[config.mk]
export PLATFORM = sky130hd
export DESIGN_NAME = down_timer
export DESIGN_NICKNAME = d
export VERILOG_FILES = /design/src/rtl/down_timer_pkg.sv /design/src/rtl/down_timer_tick_gen.sv /design/src/rtl/down_timer.sv
export SDC_FILE = /design/constraint.sdc
export NUM_CORES = 1
export LEC_CHECK = 0
export ABC_AREA = 1
export BUFFER_PORTS_ARGS = -buffer_cell sky130_fd_sc_hd__buf_4
export CORE_ASPECT_RATIO = 1.4
export CORE_UTILIZATION = 50
export CTS_CLUSTER_DIAMETER = 30
export DETAILED_ROUTE_END_ITERATION = 10
export PLACE_DENSITY = 0.83
export SYNTH_ARGS = -nofsm -noshare
export SYNTH_HDL_FRONTEND = slang
export SYNTH_SLANG_ARGS = --single-unit
[constraint.sdc]
create_clock -name clk -period 1.64 [get_ports clk]
set_input_delay 0.164 -clock clk [delete_from_list [all_inputs] [get_ports clk]]
set_output_delay 0.164 -clock clk [all_outputs]
set_load 0.02 [all_outputs]
[src/rtl/down_timer_pkg.sv]
// Shared definitions for the down-counting timer: state encodings and default widths.
package down_timer_pkg;

  // Default widths of the count value and the prescale value.
  localparam int DT_WIDTH_DEF = 8;
  localparam int DT_PRE_W_DEF = 4;

  // Controller states. Encoding 2'd3 is never entered and is treated as IDLE.
  typedef enum logic [1:0] {
    ST_IDLE = 2'd0,
    ST_RUN  = 2'd1,
    ST_DONE = 2'd2
  } dt_state_t;

endpackage

[src/rtl/down_timer_tick_gen.sv]
// Reloadable prescale down-counter. It emits one tick every (period+1) enabled cycles.
// The period is captured on load and reused at every wrap.
module tick_gen #(
  parameter int PRE_W = 4
) (
  input  logic             clk,
  input  logic             res,
  input  logic             load,
  input  logic [PRE_W-1:0] load_val,
  input  logic             enable,
  output logic             tick
);

  localparam logic [PRE_W-1:0] ONE = {{(PRE_W-1){1'b0}}, 1'b1};

  logic [PRE_W-1:0] cnt_q, cnt_d;
  logic [PRE_W-1:0] period_q, period_d;

  // A tick happens only on enabled cycles, when the counter has reached zero.
  assign tick = enable && (cnt_q == '0);

  // Next-count logic: load wins, otherwise count down and wrap to the period on a tick.
  always_comb begin
    cnt_d    = cnt_q;
    period_d = period_q;
    if (load) begin
      cnt_d    = load_val;
      period_d = load_val;
    end else if (enable) begin
      if (cnt_q == '0) begin
        cnt_d = period_q;
      end else begin
        cnt_d = cnt_q - ONE;
      end
    end
  end

  // Counter and period registers with synchronous reset.
  always_ff @(posedge clk) begin
    if (res) begin
      cnt_q    <= '0;
      period_q <= '0;
    end else begin
      cnt_q    <= cnt_d;
      period_q <= period_d;
    end
  end

endmodule

[src/rtl/down_timer.sv]
// Loadable down-counting timer with a prescaler, one-shot or periodic (auto-reload) mode.
// It gives a registered terminal-count pulse and a done level for one-shot runs.
module down_timer
  import down_timer_pkg::*;
#(
  parameter int WIDTH = DT_WIDTH_DEF,
  parameter int PRE_W = DT_PRE_W_DEF
) (
  input  logic             clk,
  input  logic             res,
  input  logic             start,
  input  logic             stop,
  input  logic [WIDTH-1:0] load_val,
  input  logic [PRE_W-1:0] prescale,
  input  logic             periodic,
  output logic [WIDTH-1:0] y,
  output logic             busy,
  output logic             tc,
  output logic             done
);

  localparam logic [WIDTH-1:0] Y_ONE = {{(WIDTH-1){1'b0}}, 1'b1};

  dt_state_t        state_q, state_d;
  logic [WIDTH-1:0] y_q, y_d;
  logic [WIDTH-1:0] reload_q, reload_d;
  logic             periodic_q, periodic_d;
  logic             tc_q, tc_d;
  logic             done_q, done_d;

  logic             start_ok;
  logic             pre_en;
  logic             tick;

  // stop has priority over start, so a start is accepted only without stop.
  assign start_ok = start && !stop;
  // The prescaler runs only during an undisturbed RUN cycle and is frozen otherwise.
  assign pre_en   = (state_q == ST_RUN) && !stop && !start;

  tick_gen #(
    .PRE_W (PRE_W)
  ) u_tick_gen (
    .clk      (clk),
    .res      (res),
    .load     (start_ok),
    .load_val (prescale),
    .enable   (pre_en),
    .tick     (tick)
  );

  // Next-state logic: stop > start > tick. At terminal count, reload or finish.
  always_comb begin
    state_d    = state_q;
    y_d        = y_q;
    reload_d   = reload_q;
    periodic_d = periodic_q;
    tc_d       = 1'b0;
    done_d     = done_q;
    if (stop) begin
      if (state_q != ST_IDLE) begin
        state_d = ST_IDLE;
        done_d  = 1'b0;
      end
    end else if (start) begin
      state_d    = ST_RUN;
      y_d        = load_val;
      reload_d   = load_val;
      periodic_d = periodic;
      done_d     = 1'b0;
    end else if (state_q == ST_RUN) begin
      if (tick) begin
        if (y_q != '0) begin
          y_d = y_q - Y_ONE;
        end else begin
          tc_d = 1'b1;
          if (periodic_q) begin
            y_d = reload_q;
          end else begin
            state_d = ST_DONE;
            done_d  = 1'b1;
          end
        end
      end
    end else if (state_q != ST_DONE) begin
      // Any unused encoding falls back to IDLE.
      state_d = ST_IDLE;
    end
  end

  // State, count, latches and registered flags with synchronous reset.
  always_ff @(posedge clk) begin
    if (res) begin
      state_q    <= ST_IDLE;
      y_q        <= '0;
      reload_q   <= '0;
      periodic_q <= 1'b0;
      tc_q       <= 1'b0;
      done_q     <= 1'b0;
    end else begin
      state_q    <= state_d;
      y_q        <= y_d;
      reload_q   <= reload_d;
      periodic_q <= periodic_d;
      tc_q       <= tc_d;
      done_q     <= done_d;
    end
  end

  assign y    = y_q;
  assign busy = (state_q == ST_RUN);
  assign tc   = tc_q;
  assign done = done_q;

endmodule

---- Yosys cells after proc, flatten, opt, wreduce, memory -nomap -nowiden ----
Index checks and enable logic that the tools add are counted.
operators by class
  add/sub/neg operators ................... 2
  eq/ne operators ......................... 8
  mux-type cells .......................... 24
  bitwise operators ....................... 3
  reduce and logical (&&, ||, !) cells .... 21
operator list
  kind                 count
  $mux 8               5
  $mux 2               8
  $mux 4               3
  $reduce_and 5->1     2
  $reduce_bool 3->1    3
  $mux 1               8
  $ne 4x4->1 const B   2
  $reduce_bool 2->1    4
  $reduce_bool 8->1    1
  $sub 8x1->8 const B  1
  $ne 3x3->1 const B   2
  $reduce_or 5->1      1
  $logic_and 1x1->1    4
  $logic_not 4->1      1
  $ne 4x3->1 const B   1
  $reduce_and 4->1     1
  $reduce_bool 4->1    1
  $sub 4x1->4 const B  1
  $not 1->1            3
  $eq 2x1->1 const B   1
  $logic_not 1->1      2
  $ne 2x1->1 const B   1
  $ne 2x2->1 const B   1
  $reduce_and 2->1     1
storage, ports and cells
  register bits ........................... 29
  bits of input ports ..................... 17
  output and inout bits ................... 11
  word-level logic and storage cells ...... 66

---- Logic depth before layout (Yosys ltp) ----
  depth after elaboration ................. 8
  gate-level depth with buffers ........... 13
  mapped depth without buffers ............ 12

---- Cells and area by module ----
A second synthesis with hierarchy kept.
second synthesis, totals
  cell total of the unflattened synthesis .. 266
  area, all modules ....................... 1662.8 um^2
modules (own cells, without submodules)
  module      times used  cells an instance  area each (um^2)
  down_timer  1           200                1224.9
  tick_gen    1           66                 437.9

---- Worst setup path before layout ----
No wires, ideal clock.
  path type ............................... flip-flop to flip-flop
  start ................................... register y_q[0], in the netlist y[0]
  end ..................................... register y_q[2], in the netlist y[2]
  setup time .............................. 0.113 ns
  arrival ................................. 1.497 ns
  slack ................................... 0.030 ns
  cell stages (with the launch flop) ...... 13
  path through ............................ dfxtp_1 -> inv_1 -> ha_1 -> nand3_1 -> nor2_4 -> nand2_1 -> nand2_1 -> nand2_1 -> nand2_2 -> buf_6 -> nand2_1 -> nand2_1 -> nor2_1
between the ends
  word-level cells in the longest chain between the ends .. 5
  elaborated cells on any way between the ends .. 8
  those cells by class .................... add/sub: 1; mux: 4; reduce/logical: 3
RTL lines
  item                                                     RTL line                            RTL
  start, declared                                          down_timer.sv:25                    logic [WIDTH-1:0] y_q, y_d;
  start signal, assigned                                   down_timer.sv:101                   y_q <= y_d;
  $sub 8x1->8 / $reduce_bool 8->1 (equally long branches)  down_timer.sv:73, down_timer.sv:72
  $mux 8                                                   down_timer.sv:72                    if (y_q != '0) begin
  $mux 8                                                   down_timer.sv:71                    if (tick) begin
  $mux 8                                                   down_timer.sv:70                    end else if (state_q == ST_RUN) begin
  $mux 8                                                   down_timer.sv:64                    end else if (start) begin
Parallel ways exist; a longest one is shown, timed or not. The select of a mux whose other input is x is not followed.
A chain may end at the register's enable or synchronous reset.

---- Worst setup path after layout ----
  start ................................... register u_tick_gen.cnt_q[0]
  end ..................................... register y_q[2], in the netlist y[2]
between the ends
  word-level cells in the longest chain between the ends .. 4
RTL lines
  item                         RTL line                   RTL
  start, declared              down_timer_tick_gen.sv:16  logic [PRE_W-1:0] cnt_q, cnt_d;
  start signal, assigned       down_timer_tick_gen.sv:44  cnt_q <= cnt_d;
  $logic_not 4->1              down_timer_tick_gen.sv:20  assign tick = enable && (cnt_q == '0);
  $logic_and 1x1->1            down_timer_tick_gen.sv:20
  $reduce_bool 2->1 (no line)  -
  $reduce_and 4->1 (no line)   -
Every way passes these cells.

==> impl_metrics.csv <==
group,metric,value,unit
run_status,outcome,"finished clean",
pwr,power,2.02,mW
global_routing,gr-total-overflow,0,
detailed_routing,drc,0,
flow_run,drv_cap,0,
pwr,p_clk_share,31.7,%
logic_synthesis,synth_seq_area_share,35.6,%
logic_synthesis,synth_top_family_by_area,"simple AND/OR/NAND/NOR gates",
detailed_routing,drt_iter0_drc,56,
detailed_routing,finalWirelength,4.00,mm
logic_synthesis,synth-seq-cells,29,
clocking,cts_tree,"built",
logic_synthesis,ys.warnings.count,0,
timing,rsz0062_at_grt,"true",
timing,fin_crit_sh,94.7,%
finish,stdcell_area,2110,um2
clocking,clk_pin_slew_worst_paths,0.06,ns
floorplan,die_area,3500,um2
pwr,combPwrFrac,29.7,%
floorplan,core_area,3120,um2
pwr,power_density,959,nW/um2
logic_synthesis,synth-xor-area-share,0,%
pwr,vdd_ir_drop_max,0.588,mV
placement,io_buffers,27,
pwr,power.leakage,1.06,nW
finish,diodes,0,
min_path,hold_class,"primary input to flip-flop",
critical_path,cp-end-kind,"flip-flop",
clocking,insertion_delay,0.28,ns
detailed_routing,wire_per_inst,11.7,um
clocking,cts_buffer_depth,2,
logic_synthesis,syn_area,1630,um2
pwr,swShare,31.7,%
logic_synthesis,synth_mux_area_share,0,%
placement,place_area,1910,um2
detailed_routing,first_pass_iters,4,
logic_synthesis,synth.largest_area_cell,"dfxtp_1",
logic_synthesis,yosysTopAreaCellShare,35.6,%
logic_synthesis,syn_avg_cell_area,6.32,um2
logic_synthesis,synth_fa_ha_area_share,2.30,%
finish,nets,321,
critical_path,required,1.86,ns
timing,report.final.slew_viol_count,0,
global_routing,antenna_found_initial,0,
critical_path,crit_start,"u_tick_gen.cnt_q[0]$_SDFFE_PP0P_",
global_routing,global_route.usage.met1,26.3,%
pwr,seqPwrFrac,38.6,%
pwr,netSwitchingPower,641,uW
global_routing,grt_max_degree,18,
critical_path,worst_setup_path_start_kind,"flip-flop",
finish,drive_above_1_share,24.2,%
floorplan,rows,24,
logic_synthesis,synth_common_cells,"nand2_1 (82), inv_1 (33), dfxtp_1 (29)",
critical_path,critPathMaxFanout,8,
critical_path,r2r_start,"u_tick_gen.cnt_q[0]$_SDFFE_PP0P_",
floorplan,boundaryPins,28,
timing,slew_headroom,64.7,%
floorplan,die_x,50.3,um
logic_synthesis,synthCells,258,
timing,setup_viol,0,
clocking,numCtsBuffers,5,
floorplan,die_h,69.6,um
finish,area_growth,29.5,%
logic_synthesis,ys_async_sr_fraction,0,%
logic_synthesis,synth_area_leaders,"dfxtp_1 (36%), nand2_1 (19%), inv_1 (7.6%)",
logic_synthesis,synth.distinct_cells,22,
placement,dp_hpwl,2.80,mm
detailed_routing,vias_per_cell,5.13,
critical_path,cpPeakStageDelay,0.33,ns
detailed_routing,antenna_left,0,
timing,fin_crit,1.55,ns
critical_path,criticalPathCategory,"flip-flop to flip-flop",
timing,hold_violations,0,
pwr,p_int,1.38,mW
logic_synthesis,synth_edf_count,0,
timing,worstMarginPinSlew,0.529,ns
clocking,h-tree-depth,2,
detailed_routing,num_vias,1749,
clocking,ctsRootBufferMaster,"clkbuf_8",
critical_path,crit_path_top_delay_cell,"dfxtp_2",
clocking,clock-sinks,29,
placement,numPlacedInstances,326,
global_routing,grtUsageMet3,5.48,%
global_routing,top_usage_layer,"met2",
min_path,min_from,"load_val[6]",
global_routing,grtUsageTotal,25.3,%
timing,fin_skew,0.00609,ns
timing,max_freq,644,MHz
critical_path,critical_path_arrival,1.78,ns
placement,gp_congestion,0.886,
critical_path,crit_chain,"inv_2 > ha_4 > inv_2 > nor2_2 > nand2_1 > inv_1 > nand2_2 > a21oi_4 > nand2_4 > nand2_2 > nand2_1 > nor2_1",
global_routing,grt_pass1_vias,1593,
floorplan,start_util,52.2,%
global_routing,grt_pass1_wl,6.58,mm
logic_synthesis,synth-compound-area-share,14.0,%
logic_synthesis,synth-simple-area-share,37.5,%
logic_synthesis,synth.most_common_cell,"nand2_1",
finish,instances_no_fill,341,
logic_synthesis,synthesis.nets,278,
logic_synthesis,ys.flop_type,"dfxtp_1",
global_routing,grt_use_met2,43.7,%
## layout by cell type, fill, tap and decap left out, types with 7 or more instances in the layout
cell	Yosys	routed
o21ai_0	14	14
nand2_1	82	80
dfxtp_1	29	28
nand3_1	19	18
a21oi_1	16	15
buf_4	0	43
nor2_1	28	28
clkbuf_8	0	7
inv_1	33	30
## what timing repair did
item | 4_1_cts | 5_1_grt
resized for setup | 1 | 12
endpoints found under the setup margin | 3 | 9
hold buffers | 0 | 0
pin swaps | 0 | 11
buffers inserted | 0 | 6
cloned | 0 | 1
## power by group through the flow
| stage | logic, mW | clock network [mW] | registers (mW) |
|---|---|---|---|
| 2_1_floorplan | 0.352 | 0 | 0.806 |
| 3_3_place_gp | 0.542 | 0 | 0.792 |
| 3_5_place_dp | 0.549 | 0 | 0.794 |
| 4_1_cts | 0.553 | 0.661 | 0.778 |
| 5_1_grt | 0.682 | 0.692 | 0.785 |
| 6_report | 0.601 | 0.642 | 0.781 |
## registers in the layout (all words and copies together), names as in the netlist
| signal | cells |
|---|---|
| state_q | 2 |
| reload_q | 8 |
| periodic_q | 1 |
| y | 8 |
| tc | 1 |
| done | 1 |
| u_tick_gen.period_q | 4 |
| u_tick_gen.cnt_q | 4 |
## area by class of cell
class                      count  area (um2)
fill                         287        1010
multi-input combinational    188         926
sequential                    29         582
timing repair buffer          43         323
inverter                      34         130
clock buffer                   7        96.3
tap                           39        48.8
clock inverter                 1        5.00
## worst paths after layout
path	end	cells after the start	slack, ns
worst max-delay path	y[2]$_SDFFE_PP0P_	12	0.09
worst min-delay path	reload_q[6]$_SDFFE_PP0P_	3	0.15
worst max register to register	y[2]$_SDFFE_PP0P_	12	0.09
worst min register to register	reload_q[2]$_SDFFE_PP0P_	2	0.45
## critical path, delay by kind of cell (launching register included)
| family | cells | cell delay [ns] |
|---|---|---|
| buffers and inverters | 3 | 0.19 |
| DFF | 1 | 0.33 |
| and+or+nand+nor | 7 | 0.63 |
| adders and majority gates | 1 | 0.13 |
| AOI/OAI and AO/OA | 1 | 0.22 |
## layer usage
layer  vias to the layer above  share of wire [%]
li1                        902                  -
met1                       789                 41
met2                        49                 52
met3                         9                4.3
met4                         0                2.7
met5                         -                  0
## cells by family (layout without fill, tap and decap cells)
family                   Yosys count  count (layout)
adder cells (fa/ha/maj)            3               3
buffers and inverters             42              85
AND/OR/NAND/NOR                  143             144
flip-flops                        29              29
AO/OA/AOI/OAI                     41              41
## stage by stage
step           TNS (ns)  worst slack, ns  utilization [%]  hold WS (ns)
6_report              0           0.0869             67.6         0.152
5_1_grt          -0.132          -0.0406             67.6         0.156
4_1_cts               0           0.0398             64.7         0.140
3_5_place_dp          0           0.0103             61.3         0.446
3_3_place_gp          0           0.0791             61.3         0.441
2_1_floorplan         0           0.0302                -         0.242
Power figures use the tool's default switching activity.
